## config.mk

```make
export PLATFORM = sky130hd
export DESIGN_NAME = frv_dmem_arbiter
export DESIGN_NICKNAME = d
export VERILOG_FILES = /design/src/rtl/frv_dmem_arbiter_pkg.sv /design/src/rtl/frv_dmem_id_fifo.sv /design/src/rtl/frv_dmem_arbiter.sv
export SDC_FILE = /design/constraint.sdc
export NUM_CORES = 1
export LEC_CHECK = 0
export ABC_AREA = 1
export CORE_AREA = 4 4 124 126
export DETAILED_ROUTE_END_ITERATION = 6
export DIE_AREA = 0 0 128 130
export HOLD_SLACK_MARGIN = 0.06
export PLACE_DENSITY = 0.63
export SYNTH_ARGS = -nofsm -noshare
export SYNTH_HDL_FRONTEND = slang
export SYNTH_SLANG_ARGS = --single-unit
```

## constraint.sdc

```tcl
create_clock -name g_clk -period 1.8 [get_ports g_clk]
set_clock_uncertainty 0.15 [all_clocks]
set_input_delay 0.36 -clock g_clk [delete_from_list [all_inputs] [get_ports g_clk]]
set_output_delay 0.36 -clock g_clk [all_outputs]
set_load 0.02 [all_outputs]
```

## src/rtl/frv_dmem_arbiter_pkg.sv

```systemverilog
// Shared constants and sizing helpers for the two-port data-memory arbiter.
package frv_dmem_arbiter_pkg;

  localparam logic FRV_DMEM_PORT_LSU = 1'b0;
  localparam logic FRV_DMEM_PORT_AUX = 1'b1;

  function automatic int unsigned frv_dmem_ptr_w(input int unsigned depth);
    return (depth > 1) ? int'($clog2(depth)) : 1;
  endfunction

  function automatic int unsigned frv_dmem_cnt_w(input int unsigned depth);
    return int'($clog2(depth + 1));
  endfunction

endpackage

```

## src/rtl/frv_dmem_id_fifo.sv

```systemverilog
// In-order FIFO of 1-bit owner IDs for granted-but-unresponded transactions.
module frv_dmem_id_fifo
  import frv_dmem_arbiter_pkg::*;
#(
  parameter  int unsigned DEPTH = 2,
  localparam int unsigned PW    = frv_dmem_ptr_w(DEPTH),
  localparam int unsigned CW    = frv_dmem_cnt_w(DEPTH)
) (
  input  logic          g_clk,
  input  logic          g_resetn,
  input  logic          i_push,
  input  logic          i_push_id,
  input  logic          i_pop,
  output logic          o_head_c,
  output logic          o_full_c,
  output logic          o_empty_c,
  output logic [CW-1:0] o_count
);

  logic [DEPTH-1:0] r_mem;
  logic [PW-1:0]    r_wptr;
  logic [PW-1:0]    r_rptr;
  logic [CW-1:0]    r_count;

  // Pointers wrap explicitly so non-power-of-two depths stay correct.
  function automatic logic [PW-1:0] ptr_inc(input logic [PW-1:0] p);
    return (p == PW'(DEPTH - 1)) ? '0 : p + PW'(1);
  endfunction

  always_ff @(posedge g_clk) begin
    if (!g_resetn) begin
      r_mem   <= '0;
      r_wptr  <= '0;
      r_rptr  <= '0;
      r_count <= '0;
    end else begin
      if (i_push) begin
        r_mem[r_wptr] <= i_push_id;
        r_wptr        <= ptr_inc(r_wptr);
      end
      if (i_pop) begin
        r_rptr <= ptr_inc(r_rptr);
      end
      if (i_push && !i_pop) begin
        r_count <= r_count + CW'(1);
      end else if (!i_push && i_pop) begin
        r_count <= r_count - CW'(1);
      end
    end
  end

  assign o_head_c  = r_mem[r_rptr];
  assign o_full_c  = (r_count == CW'(DEPTH));
  assign o_empty_c = (r_count == '0);
  assign o_count   = r_count;

endmodule

```

## src/rtl/frv_dmem_arbiter.sv

```systemverilog
// Round-robin arbiter sharing the core dmem port between the LSU (port 0)
// and an auxiliary requester (port 1), with in-order response routing.
module frv_dmem_arbiter
  import frv_dmem_arbiter_pkg::*;
#(
  parameter int unsigned XL              = 31,
  parameter int unsigned MAX_OUTSTANDING = 2
) (
  input  logic        g_clk,
  input  logic        g_resetn,

  input  logic        s0_req,
  input  logic        s0_wen,
  input  logic [3:0]  s0_strb,
  input  logic [XL:0] s0_wdata,
  input  logic [XL:0] s0_addr,
  output logic        s0_gnt,
  output logic        s0_recv,
  input  logic        s0_ack,
  output logic [XL:0] s0_rdata,
  output logic        s0_error,

  input  logic        s1_req,
  input  logic        s1_wen,
  input  logic [3:0]  s1_strb,
  input  logic [XL:0] s1_wdata,
  input  logic [XL:0] s1_addr,
  output logic        s1_gnt,
  output logic        s1_recv,
  input  logic        s1_ack,
  output logic [XL:0] s1_rdata,
  output logic        s1_error,

  output logic        m_req,
  output logic        m_wen,
  output logic [3:0]  m_strb,
  output logic [XL:0] m_wdata,
  output logic [XL:0] m_addr,
  input  logic        m_gnt,
  input  logic        m_recv,
  output logic        m_ack,
  input  logic [XL:0] m_rdata,
  input  logic        m_error,

  output logic        spurious_rsp
);

  localparam int unsigned CW = frv_dmem_cnt_w(MAX_OUTSTANDING);

  logic          r_lock;
  logic          r_lock_id;
  logic          r_last_grant;

  logic          w_sel;
  logic          w_sel_req;
  logic          w_fire;
  logic          w_pop;
  logic          w_head;
  logic          w_full;
  logic          w_empty;
  logic [CW-1:0] w_count;

  // A stalled or full-blocked requester keeps ownership until its handshake.
  always_comb begin
    w_sel = FRV_DMEM_PORT_LSU;
    if (r_lock) begin
      w_sel = r_lock_id;
    end else if (s0_req && s1_req) begin
      w_sel = ~r_last_grant;
    end else if (s1_req) begin
      w_sel = FRV_DMEM_PORT_AUX;
    end
  end

  assign w_sel_req = (w_sel == FRV_DMEM_PORT_AUX) ? s1_req : s0_req;
  assign w_fire    = m_req && m_gnt;
  assign s0_gnt    = w_fire && (w_sel == FRV_DMEM_PORT_LSU);
  assign s1_gnt    = w_fire && (w_sel == FRV_DMEM_PORT_AUX);

  always_comb begin
    m_req   = w_sel_req && !w_full;
    m_wen   = 1'b0;
    m_strb  = '0;
    m_wdata = '0;
    m_addr  = '0;
    if (m_req) begin
      if (w_sel == FRV_DMEM_PORT_AUX) begin
        m_wen   = s1_wen;
        m_strb  = s1_strb;
        m_wdata = s1_wdata;
        m_addr  = s1_addr;
      end else begin
        m_wen   = s0_wen;
        m_strb  = s0_strb;
        m_wdata = s0_wdata;
        m_addr  = s0_addr;
      end
    end
  end

  // Responses with nothing outstanding are drained and flagged.
  always_comb begin
    s0_recv      = 1'b0;
    s1_recv      = 1'b0;
    s0_rdata     = '0;
    s1_rdata     = '0;
    s0_error     = 1'b0;
    s1_error     = 1'b0;
    m_ack        = 1'b0;
    spurious_rsp = 1'b0;
    w_pop        = 1'b0;
    if (w_empty) begin
      m_ack        = m_recv;
      spurious_rsp = m_recv;
    end else begin
      m_ack = (w_head == FRV_DMEM_PORT_AUX) ? s1_ack : s0_ack;
      w_pop = m_recv && m_ack;
      if (m_recv) begin
        if (w_head == FRV_DMEM_PORT_AUX) begin
          s1_recv  = 1'b1;
          s1_rdata = m_rdata;
          s1_error = m_error;
        end else begin
          s0_recv  = 1'b1;
          s0_rdata = m_rdata;
          s0_error = m_error;
        end
      end
    end
  end

  always_ff @(posedge g_clk) begin
    if (!g_resetn) begin
      r_lock       <= 1'b0;
      r_lock_id    <= FRV_DMEM_PORT_LSU;
      r_last_grant <= FRV_DMEM_PORT_AUX;
    end else begin
      r_lock    <= w_sel_req && !w_fire;
      r_lock_id <= w_sel;
      if (w_fire) begin
        r_last_grant <= w_sel;
      end
    end
  end

  frv_dmem_id_fifo #(
    .DEPTH (MAX_OUTSTANDING)
  ) u_id_fifo (
    .g_clk     (g_clk),
    .g_resetn  (g_resetn),
    .i_push    (w_fire),
    .i_push_id (w_sel),
    .i_pop     (w_pop),
    .o_head_c  (w_head),
    .o_full_c  (w_full),
    .o_empty_c (w_empty),
    .o_count   (w_count)
  );

  a_fifo_flags: assert property (@(posedge g_clk) disable iff (!g_resetn)
    (w_full == (w_count == CW'(MAX_OUTSTANDING))) && (w_empty == (w_count == '0)));

endmodule
```

==> results.txt <==
Tot Pwr = 0.00546 W
crit path kind = register to output pin
CTS hold repair buffers = 0
register area share after synthesis = 8.33%
max-slew violation count = 0
NetSw = 0.00253 W
CP most frequent cell = buf_12
Finished Layout Cells = 974
clock share of power = 7.4%
root buf cell = clkbuf_16
worst skew pair latency = 0.24 ns
crit-path cells = nand2_4 -> or2_4 -> nand3_4 -> buf_12 -> buf_12 -> clkbuf_16 -> a21oi_4 -> buf_6
Max FO, Critical Path = 6
routability cong. = 0.765
clock slew at reported path FFs = 0.04 ns
fin worst setup slack = -0.366 ns
WHS Endpoint = r_last_grant$_SDFFE_PN1P_
Worst R2R Setup Slack = -0.20 ns
reg2reg path depth = 11
Syn-to-layout area delta = 268%
DRT Wirelength = 17500 µm
Final min period = 2.17 ns
post-route DRC violation count = 0
Seq cells post-synth = 9
FF-to-FF Start = r_lock$_SDFF_PN0_
worst hold start = r_last_grant$_SDFFE_PN1P_
num rows = 44
# port buffers = 320
initial antenna violation count = 0
die height = 130 µm
Ports = 321
CP max stage cell = dfxtp_4
area of placed instances = 6000 µm²
hold depth = 2
initial DRC count = 75
syn_area_per_cell = 5.24 µm²
RR Endpoint = u_id_fifo.o_count[1]$_SDFFE_PN0P_
Die W = 128 µm
CP Data Required Time = 1.29 ns
sequential fraction of design power = 5.2%
Worst-Margin Slew = 0.250 ns
clock sink count = 9
CTS Buf Count = 3
Initial Utilization = 15.1%
Clock Path Buffers = 2
synth unique cells = 26
vias in the first global route = 4209
GR Util All Layers = 18.5%
Final Cell Area = 7970 µm²
Synth Cell Area = 2160 µm²
max incr delay on CP = 0.35 ns
WL/cell = 17.9 µm
CTS tree = built
Syn Inst Count = 413
Combinational Power Share = 87.4%
FILL cells = 1288
MaxCap Viol Count = 0
placed cells = 921
nets = 971
core area = 14300 µm²
min-delay worst type = register to register
Synth Net Count = 593
final period utilization = 120%
RSZ-0062 raised after global routing = true
Finish-stage setup viols = 141
peak supply drop = 0.431 mV
share of cells above drive strength 1 = 54.4%
crit path launch type = register
WP data arrival = 1.66 ns
HPWL Detailed = 11700 µm
crit end category = output pin
violated checks = negative setup slack
final hold violation count = 0
Final ANT Viol Nets = 0
Via-to-Cell Ratio = 4.24
sw frac = 46.3%
Final Hold Slack = 0.326 ns
status = complete, but fails checks
leakage = 3.46 nW
first-pass GRT wire length = 23900 µm
htree depth = 1
diode count = 0
pwr/cell area = 685 nW/µm²
GRT overflow = 0
Rel. slew slack = 83.3%
drt first pass iters = 4
largest net degree at the start of global routing = 34
Vias = 4129
DIE AREA = 16600 µm²
Max Freq = 0.462 GHz
Internal Power = 0.00293 W
final core occ = 55.7%
YS warnings = 0
==> repair_timing <==
item / 4_1_cts / 5_1_grt
gates resized for setup: 882 / 181
setup buffers: 22 / 11
endpoints found under the setup margin: 146 / 144
gates cloned: 20 / 9
pin swaps: 21 / 23
==> through the flow <==
step                setup TNS (ns)  setup WS, ns
floorplan                    -1.55       -0.0505
global placement           -129.13         -1.02
detailed placement         -131.16         -1.04
CTS                         -39.08        -0.414
global route                -44.07        -0.421
finish                      -35.09        -0.366
==> logic make-up (layout without fill, tap and decap cells) <==
kind of cell,Yosys count,in the layout,synth area share [%]
simple gates,245,245,55.4
buf+inv,79,456,17.1
fa+ha+maj,1,1,0.579
flops,9,9,8.33
xor+xnor,1,1,0.405
compound gates,78,78,18.2
==> critical path, delay by kind of cell, from the launching register on <==
| kind | cells | cell delay, ns |
|---|---|---|
| compound gates | 1 | 0.11 |
| buf+inv | 4 | 0.59 |
| flops | 1 | 0.35 |
| simple gates | 3 | 0.36 |
==> power groups by stage <==
stage | Sequential (W) | Combinational (W) | Clock [W]
final | 0.000284 | 0.00477 | 0.000403
after global routing | 0.000288 | 0.00504 | 0.000424
after CTS | 0.000268 | 0.00436 | 0.000404
after detailed placement | 0.000263 | 0.00325 | 0
after global placement | 0.000263 | 0.00326 | 0
after floorplan | 0.000259 | 0.00160 | 0
==> how the worst max path moves through the flow <==
stage / slack (ns) / end / depth (start not counted) / start
after global placement: -1.02 / m_wdata[10] / 9 / s0_req
final: -0.37 / m_addr[5] / 8 / r_lock$_SDFF_PN0_
after global routing: -0.42 / s1_rdata[12] / 8 / u_id_fifo.r_mem[0]$_SDFFE_PN0P_
after floorplan: -0.05 / s0_rdata[10] / 5 / m_recv
after CTS: -0.41 / s1_rdata[11] / 8 / u_id_fifo.r_mem[0]$_SDFFE_PN0P_
after detailed placement: -1.04 / m_wdata[10] / 9 / s0_req
==> cells in the mapped netlist, drive strengths merged <==
master | n | area share (%)
a21oi | 71 | 16
buf | 25 | 7.6
clkbuf | 2 | 0.35
dfxtp | 9 | 8.3
ha | 1 | 0.58
inv | 52 | 9.1
nand2 | 153 | 27
nand3 | 5 | 1.6
nand4 | 1 | 0.58
nor2 | 82 | 25
nor3 | 3 | 1.4
o21a | 1 | 0.41
o21ai | 6 | 1.4
or2 | 1 | 0.29
xor2 | 1 | 0.41
==> metal layers <==
layer  vias up  track usage [%]  wire length, µm  part of all wire [%]
met1      1845             20.2             6120                    35
met2       236             35.5             9510                    54
met4         0             2.93              201                   1.2
li1       2027                -                -                     -
met3        21             5.69             1640                   9.4
met5         -                0                0                     0
==> area by class of cell <==
type                       instances  area, µm²  share of cell area [%]
timing repair buffer             398       4520                    56.7
tap                              184        230                    2.89
sequential                         9        194                    2.43
multi-input combinational        325       2700                    33.9
inverter                          52        228                    2.86
clock buffer                       4       78.8                   0.989
timing repair inverter             2       18.8                   0.236
==> cell usage in the layout, fill, tap and decap left out, types with 19 or more instances in the layout <==
cell and count:
inv_1 44, nor2_4 58, buf_6 120, nand2_2 24
a21oi_4 40, nor2_1 19, nand2_1 108, nand2_4 20
buf_4 52, a21oi_2 29, clkdlybuf4s50_1 175, buf_12 22
==> registers in the layout, indices dropped and copies added (netlist names) <==
name / cells
u_id_fifo.r_rptr: 1
u_id_fifo.r_wptr: 1
r_lock: 1
r_last_grant: 1
u_id_fifo.r_mem: 2
r_lock_id: 1
u_id_fifo.o_count: 2
No activity file was read; power rests on OpenSTA's default activity.
